$ cat config.mk
export PLATFORM = sky130hd
export DESIGN_NAME = mesh_port_arbiter
export DESIGN_NICKNAME = d
export VERILOG_FILES = /design/src/rtl/mesh_port_arbiter.sv
export SDC_FILE = /design/constraint.sdc
export NUM_CORES = 1
export LEC_CHECK = 0
export CAP_MARGIN = 40
export CORE_AREA = 2 2 156 158
export CTS_CLUSTER_DIAMETER = 60
export DETAILED_ROUTE_END_ITERATION = 8
export DIE_AREA = 0 0 158 160
export PLACE_DENSITY = 0.64
export SLEW_MARGIN = 20
export SYNTH_ARGS = -nofsm -noshare
export SYNTH_HDL_FRONTEND = slang
export SYNTH_SLANG_ARGS = --single-unit
$ cat constraint.sdc
create_clock -name clk -period 6.7 [get_ports clk]
set_clock_uncertainty 0.05 [all_clocks]
set_input_delay 1.675 -clock clk [delete_from_list [all_inputs] [get_ports clk]]
set_output_delay 1.675 -clock clk [all_outputs]
set_load 0.03 [all_outputs]
$ cat src/rtl/mesh_port_arbiter.sv
// Round-robin output-port arbiter for a mesh router: packet-locked grants with a lock
// watchdog, feeding a single registered 64-bit flit link.
module mesh_port_arbiter #(
   parameter  int N_REQ        = 5,
   parameter  int FLIT_W       = 64,
   parameter  int LOCK_TIMEOUT = 16,
   localparam int ID_W         = $clog2(N_REQ)
) (
   input  logic                    clk,
   input  logic                    rst,
   input  logic                    enable,
   input  logic [N_REQ-1:0]        req_valid,
   input  logic [N_REQ*FLIT_W-1:0] req_flit,
   output logic [N_REQ-1:0]        req_ready,
   output logic                    out_valid,
   output logic [FLIT_W-1:0]       out_flit,
   input  logic                    out_ready,
   output logic [ID_W-1:0]         grant_id,
   output logic                    busy,
   output logic                    lock_abort
);

   localparam int WD_W = $clog2(LOCK_TIMEOUT);

   typedef enum logic [0:0] {ST_IDLE = 1'b0, ST_LOCKED = 1'b1} state_t;

   state_t            state_r, state_n_s;
   logic [ID_W-1:0]   ptr_r, ptr_n_s;
   logic [ID_W-1:0]   lock_id_r, lock_id_n_s;
   logic [WD_W-1:0]   wd_cnt_r, wd_cnt_n_s;
   logic              abort_n_s;

   logic              space_s;
   logic              found_s;
   int                cand_s;
   logic [ID_W-1:0]   winner_s;
   logic [ID_W-1:0]   sel_id_s;
   logic [N_REQ-1:0]  req_ready_s;
   logic [FLIT_W-1:0] sel_flit_s;
   logic              xfer_s;
   logic              tail_s;

   function automatic logic [ID_W-1:0] next_id(input logic [ID_W-1:0] id);
      if (id == ID_W'(N_REQ - 1)) begin
         next_id = {ID_W{1'b0}};
      end else begin
         next_id = id + ID_W'(1);
      end
   endfunction

   // Rotating priority search starting at ptr
   always_comb begin
      found_s  = 1'b0;
      winner_s = ptr_r;
      cand_s   = 0;
      for (int k = 0; k < N_REQ; k++) begin
         cand_s = int'(ptr_r) + k;
         if (cand_s >= N_REQ) begin
            cand_s = cand_s - N_REQ;
         end else begin
            cand_s = cand_s;
         end
         if (!found_s && req_valid[cand_s]) begin
            found_s  = 1'b1;
            winner_s = ID_W'(cand_s);
         end else begin
            found_s  = found_s;
         end
      end
   end

   // Grant selection and flit mux
   always_comb begin
      space_s     = ~out_valid | out_ready;
      req_ready_s = {N_REQ{1'b0}};
      sel_id_s    = winner_s;
      case (state_r)
         ST_IDLE: begin
            if (found_s && enable && space_s) begin
               req_ready_s[winner_s] = 1'b1;
            end else begin
               req_ready_s = {N_REQ{1'b0}};
            end
         end
         ST_LOCKED: begin
            sel_id_s               = lock_id_r;
            req_ready_s[lock_id_r] = req_valid[lock_id_r] & enable & space_s;
         end
         default: begin
            req_ready_s = {N_REQ{1'b0}};
         end
      endcase
      xfer_s     = |req_ready_s;
      sel_flit_s = {FLIT_W{1'b0}};
      for (int i = 0; i < N_REQ; i++) begin
         if (req_ready_s[i]) begin
            sel_flit_s = req_flit[i*FLIT_W +: FLIT_W];
         end else begin
            sel_flit_s = sel_flit_s;
         end
      end
      tail_s = sel_flit_s[FLIT_W-1];
   end

   assign req_ready = req_ready_s;

   // Next-state: packet lock, pointer advance and watchdog
   always_comb begin
      state_n_s   = state_r;
      ptr_n_s     = ptr_r;
      lock_id_n_s = lock_id_r;
      wd_cnt_n_s  = wd_cnt_r;
      abort_n_s   = 1'b0;
      case (state_r)
         ST_IDLE: begin
            if (xfer_s && tail_s) begin
               ptr_n_s = next_id(winner_s);
            end else if (xfer_s) begin
               state_n_s   = ST_LOCKED;
               lock_id_n_s = winner_s;
               wd_cnt_n_s  = {WD_W{1'b0}};
            end else begin
               state_n_s = ST_IDLE;
            end
         end
         ST_LOCKED: begin
            if (xfer_s) begin
               wd_cnt_n_s = {WD_W{1'b0}};
               if (tail_s) begin
                  state_n_s = ST_IDLE;
                  ptr_n_s   = next_id(lock_id_r);
               end else begin
                  state_n_s = ST_LOCKED;
               end
            end else if (wd_cnt_r == WD_W'(LOCK_TIMEOUT - 1)) begin
               // Watchdog expiry counts every non-transfer cycle, whatever stalled it
               state_n_s  = ST_IDLE;
               ptr_n_s    = next_id(lock_id_r);
               abort_n_s  = 1'b1;
               wd_cnt_n_s = {WD_W{1'b0}};
            end else begin
               wd_cnt_n_s = wd_cnt_r + WD_W'(1);
            end
         end
         default: begin
            state_n_s = ST_IDLE;
         end
      endcase
   end

   // FSM and arbitration state registers
   always_ff @(posedge clk) begin
      if (rst) begin
         state_r   <= ST_IDLE;
         ptr_r     <= {ID_W{1'b0}};
         lock_id_r <= {ID_W{1'b0}};
         wd_cnt_r  <= {WD_W{1'b0}};
      end else begin
         state_r   <= state_n_s;
         ptr_r     <= ptr_n_s;
         lock_id_r <= lock_id_n_s;
         wd_cnt_r  <= wd_cnt_n_s;
      end
   end

   // Registered output flit and status
   always_ff @(posedge clk) begin
      if (rst) begin
         out_valid  <= 1'b0;
         out_flit   <= {FLIT_W{1'b0}};
         grant_id   <= {ID_W{1'b0}};
         busy       <= 1'b0;
         lock_abort <= 1'b0;
      end else begin
         if (xfer_s) begin
            out_valid <= 1'b1;
            out_flit  <= sel_flit_s;
            grant_id  <= sel_id_s;
         end else if (out_ready) begin
            out_valid <= 1'b0;
         end
         busy       <= (state_n_s == ST_LOCKED);
         lock_abort <= abort_n_s;
      end
   end

endmodule

======== Word level (Yosys, flattened, before mapping) ========
Cells that the tools add are included.
Widths: inputs -> output; s select.
word-level totals
  register bits ........................... 80
  input port bits ......................... 329
  output and inout bits ................... 75
  logic and storage cells ................. 133
operators by class
  add/subtract/negate cells ............... 12
  magnitude comparators ................... 14
  equality and inequality tests ........... 8
  mux-type cells .......................... 65
  bitwise operators ....................... 7
  reductions and logical operators ........ 19
operators with widths
  kind                 number
  $mux 64              5
  $lt 32x5->1 const B  5
  $mux 32              5
  $mux 3               12
  $mux 1               26
  $sub 4x3->5 const B  4
  $bmux 1 s3           6
  $ge 4x3->1 const B   4
  $mux 4               4
  $pmux 5 s2           1
  $logic_and 1x1->1    9
  $add 3x2->4 const B  2
  $lt 3x4->1 const B   2
  $pmux 4 s2           1
  $reduce_or 7->1      1
  $add 3x1->3 const B  2
  $demux 1 s3          2
  $eq 3x3->1 const B   2
  $ge 3x1->1 const B   2
  $ne 2x2->1 const B   3
  $pmux 3 s2           1
  $reduce_and 3->1     2
  $and 5x5->5          1
  $mux 5               1
  16 further kinds     22

======== Depth between registers and ports, before layout ========
  depth in word-level cells ............... 32
  depth in mapped cells ................... 20
  gate-level depth less buffers ........... 18

======== Worst setup path before layout ========
Ideal clock, no wire load.
  path kind ............................... input -> output
  from .................................... input req_valid[2]
  to ...................................... output req_ready[1]
  arrival ................................. 4.539 ns
  data required time ...................... 4.975 ns
  setup slack ............................. 0.436 ns
  cell stages on the path ................. 10
  buffers on the path ..................... 2
  cells stage by stage .................... clkbuf_1 -> mux4_2 -> a32oi_2 -> o31ai_2 -> or4_4 -> o32ai_2 -> o21ai_2 -> or2_4 -> o22ai_4 -> buf_2
on the way
  longest elaborated chain between the ends .. 22
  elaborated cells on any way between the ends .. 47
  those cells by class .................... order compare (2); mux (31); bitwise (3); reduce/logical (11)
ends and longest elaborated chain
  item                                                            RTL line  text
  start: declaration                                              12        input logic [N_REQ-1:0] req_valid,
  $bmux 1 s3                                                      63        if (!found_s && req_valid[cand_s]) begin
  $mux 1 (not written as such) (2 in series)                      63
  $mux 1                                                          63
  $logic_not 1->1                                                 63
  $logic_and 1x1->1                                               63
  $mux 1                                                          63
  $logic_not 1->1                                                 63
  $logic_and 1x1->1                                               63
  [... 5 more ...]                                                --
  $logic_and 1x1->1                                               63
  $mux 3                                                          63
  $lt 3x4->1 (not written as such) or $ge 3x1->1 (tied branches)  80        req_ready_s[winner_s] = 1'b1;
  $logic_and 1x1->1 (not written as such)                         80
  $mux 1 (not written as such)                                    80
  $demux 1 s3                                                     80
  $mux 5                                                          79        if (found_s && enable && space_s) begin
  $pmux 5 s2 (*)                                                  77        case (state_r)
  end: declaration                                                14        output logic [N_REQ-1:0] req_ready,
Every way passes the cells marked *; elsewhere a longest branch is shown, timed or not. The select of a mux whose other input is x is not followed.

======== Worst setup path after layout ========
  from .................................... input req_valid[2]
  to ...................................... output req_ready[4]
Same word-level chain as after synthesis.

==> run_results.csv <==
group,metric,value,unit
clock_tree,cts_tree,"built",
yosys,synth_area,6220,sq um
worst_hold_path,worstHoldStart,"out_flit[63]",
layout,final_nets,1478,
die,die_w,158,um
sta,final_hold_viol_count,0,
clock_tree,clockBufferDepth,2,
clock_tree,cts_max_level,3,
layout,fin_area,11100,sq um
sta,setup_ws,0.0880,ns
global_routing,grt_max_degree,67,
global_routing,gr-total-overflow,0,
pwr,power.density,456,nW/um^2
die,die_y,160,um
clock_tree,post_cts_hold_buffer_count,0,
sta,setup_viol_count_final,0,
worst_setup_path,r2r_end,"out_flit[3]",
yosys,syn-num-nets,1101,
clock_tree,cts_sinks,80,
place,io_buffers,403,
layout,drive_gt1_share,9.25,%
worst_setup_path,rr_startpoint,"ptr_r[2]",
worst_setup_path,ff2ff_setup_slack,1.47,ns
sta,slew_viol_final,0,
yosys,synth-seq-cells,80,
clock_tree,cts_root_buf,"clkbuf_16",
global_routing,grt_pass1_wl,52200,um
place,pre_cts_slack,0.0887,ns
worst_setup_path,cp_num_buf_inv,3,
layout,stdcell_count,1470,
worst_setup_path,worst_setup_path_start_kind,"primary input",
die,coreArea,23800,sq um
sta,slew_headroom,41.3,%
worst_hold_path,min_delay_worst_endpoint,"out_flit[63]",
yosys,synth-edff-count,0,
detailed_routing,antenna_left,0,
yosys,yosysWarnings,0,
yosys,synthTopCellsByArea,"dfxtp_1 26%, a22oi_1 14%, o21bai_1 7.1%",
status,outcome,"finished clean",
worst_setup_path,crit_family,"buffers and inverters",
worst_setup_path,crit_chain,"clkdlybuf4s50_1, mux4_2, a32oi_2, o31ai_2, or4_4, o32ai_2, o21ai_2, a32oi_4, inv_2, clkdlybuf4s50_1",
global_routing,grt_pass1_vias,7939,
worst_setup_path,rr_worst_depth,16,
sta,rsz0062_at_grt,"no",
place,dpl.hpwl,28700,um
worst_setup_path,critical-path-slowest-cell,"clkdlybuf4s50_1",
yosys,synth_area_per_cell,8.25,sq um
worst_setup_path,crit_arrival,4.89,ns
clock_tree,postCtsSetupBuffers,0,
yosys,synth.largest_area_cell,"dfxtp_1",
detailed_routing,vias_per_cell,5.49,
job,maxCapViolations,0,
global_routing,antenna_found_initial,13,
worst_hold_path,hp-class,"flip-flop to flip-flop",
die,dieArea,25300,sq um
yosys,synth_top_area_share,25.7,%
worst_setup_path,cp_common_cell,"clkdlybuf4s50_1",
worst_setup_path,end_kind,"primary output",
yosys,synthArstFlopShare,0,%
detailed_routing,drtIter0Drc,699,
die,io_pins,404,
clock_tree,path_clk_slew,0.06,ns
worst_setup_path,criticalPathCategory,"primary input to primary output",
detailed_routing,routedWlPerCell,25.3,um
detailed_routing,via_count,8067,
die,start_util,26.1,%
detailed_routing,drt-total-wl,37200,um
die,placementRows,57,
worst_setup_path,slowest_delay,0.60,ns
sta,setup_tns,0,ns
worst_setup_path,cp_data_required_time,4.97,ns
sta,fmax,0.151,GHz
yosys,ys_types,94,
place,dpl_cell_area,10700,sq um
pwr,peakVddDrop,256,uV
pwr,power.leakage,3.85,nW
clock_tree,cts_made_buffers,9,
detailed_routing,drc_errors,0,
sta,min_period,6.61,ns
worst_setup_path,cp_max_fo,3,
clock_tree,post_cts_resized,0,
yosys,synth-seq-area-share,25.7,%
yosys,syn_inst,754,
sta,min_period_over_period,98.7,%
clock_tree,clock_latency,0.34,ns
place,gp_congestion,0.894,
place,dp.cells,1444,
sta,worst_pin_slew,0.881,ns
sta,fin_hold_ws,0.453,ns
yosys,synth_flop_cell,"dfxtp_1",
detailed_routing,drt_pass1_iterations,5,
layout,area_delta_synth_final,77.8,%
global_routing,grt_use_total,28.3,%
worst_hold_path,holdPathStages,1,
==> final cells by class <==
| cell class | instances | area [sq um] |
|---|---|---|
| antenna | 11 | 27.5 |
| clock buffer | 10 | 229 |
| clock inverter | 5 | 106 |
| fill | 2471 | 12800 |
| inverter | 23 | 87.6 |
| multi-input combinational | 577 | 4290 |
| sequential | 80 | 1600 |
| tap | 324 | 405 |
| timing repair buffer | 440 | 4310 |
==> Yosys cell counts, types with 4 or more instances <==
master and number:
a22oi_1 116, dfxtp_1 80, a21oi_1 72, a31oi_1 59, o21bai_1 59, buf_2 34
clkbuf_1 25, nand2_1 24, nand3_1 21, ha_1 18, inv_1 18, nor2_1 17
buf_1 14, o21ai_0 12, a211oi_1 10, mux2i_1 10, nor2b_1 7, nor3_1 7
and2_1 5, nand4_1 5, o2111ai_1 5, a211o_1 4, a21o_1 4, a22o_1 4
and3b_1 4, mux2_2 4, nor4_1 4, o311ai_1 4, or3_1 4
==> power by group <==
group / switching [mW] / internal [mW]
Combinational: 2.16 / 1.58
Sequential: 0.0934 / 0.625
Clock: 0.221 / 0.364
==> cell usage in the layout, fill, tap and decap left out, types with 7 or more instances in the layout <==
cell,synthesis,routed
inv_1,18,18
a31oi_1,59,59
clkdlybuf4s50_1,0,398
nand2_1,24,24
a22oi_1,116,116
nor2b_1,7,7
dfxtp_1,80,80
nor3_1,7,7
ha_1,18,18
o21ai_0,12,12
a21oi_1,72,72
nand3_1,21,21
buf_4,1,41
nor2_1,17,17
mux2i_1,10,10
clkbuf_16,0,9
diode_2,0,11
a211oi_1,10,10
o21bai_1,59,59
==> flip-flops by register name (all words and copies together) (netlist names) <==
| register | count |
|---|---|
| out_flit | 64 |
| wd_cnt_r | 4 |
| grant_id | 3 |
| lock_id_r | 3 |
| ptr_r | 3 |
| busy | 1 |
| lock_abort | 1 |
| out_valid | 1 |
==> per-stage QoR <==
stage	utilization [%]	total power, mW
final	46.4	5.04
after CTS	46.2	5.00
after floorplan	-	3.12
after global placement	44.8	4.40
after global routing	46.4	5.37
after detailed placement	44.8	4.41
==> cell families (layout without fill, tap and decap cells) <==
family | Yosys count | count (layout) | synth area share [%]
simple gates | 121 | 121 | 11.0
flops | 80 | 80 | 25.7
buf+inv | 97 | 478 | 6.62
other cells | 0 | 11 | 0
fa+ha+maj | 18 | 18 | 3.62
xor+xnor | 4 | 4 | 0.563
compound gates | 416 | 416 | 49.0
mux | 18 | 18 | 3.48
==> worst max-delay path by stage <==
stage	start	end	slack, ns	cells after the start
final	req_valid[2]	req_ready[4]	0.09	10
after global routing	req_valid[0]	req_ready[0]	0.008	11
after detailed placement	req_valid[2]	req_ready[4]	0.09	10
after floorplan	req_valid[2]	req_ready[1]	0.44	10
after CTS	req_valid[2]	req_ready[4]	0.08	10
after global placement	req_valid[2]	req_ready[4]	0.10	10
==> per-layer routing <==
| metal | track usage [%] | vias to the layer above | routed length [um] |
|---|---|---|---|
| met5 | 0 | - | 28 |
| met4 | 12.3 | 4 | 1160 |
| met3 | 8.79 | 58 | 3080 |
| met2 | 47.7 | 342 | 18800 |
| met1 | 32.8 | 3888 | 14100 |
| li1 | - | 3775 | - |
Power figures use the tool's default switching activity.
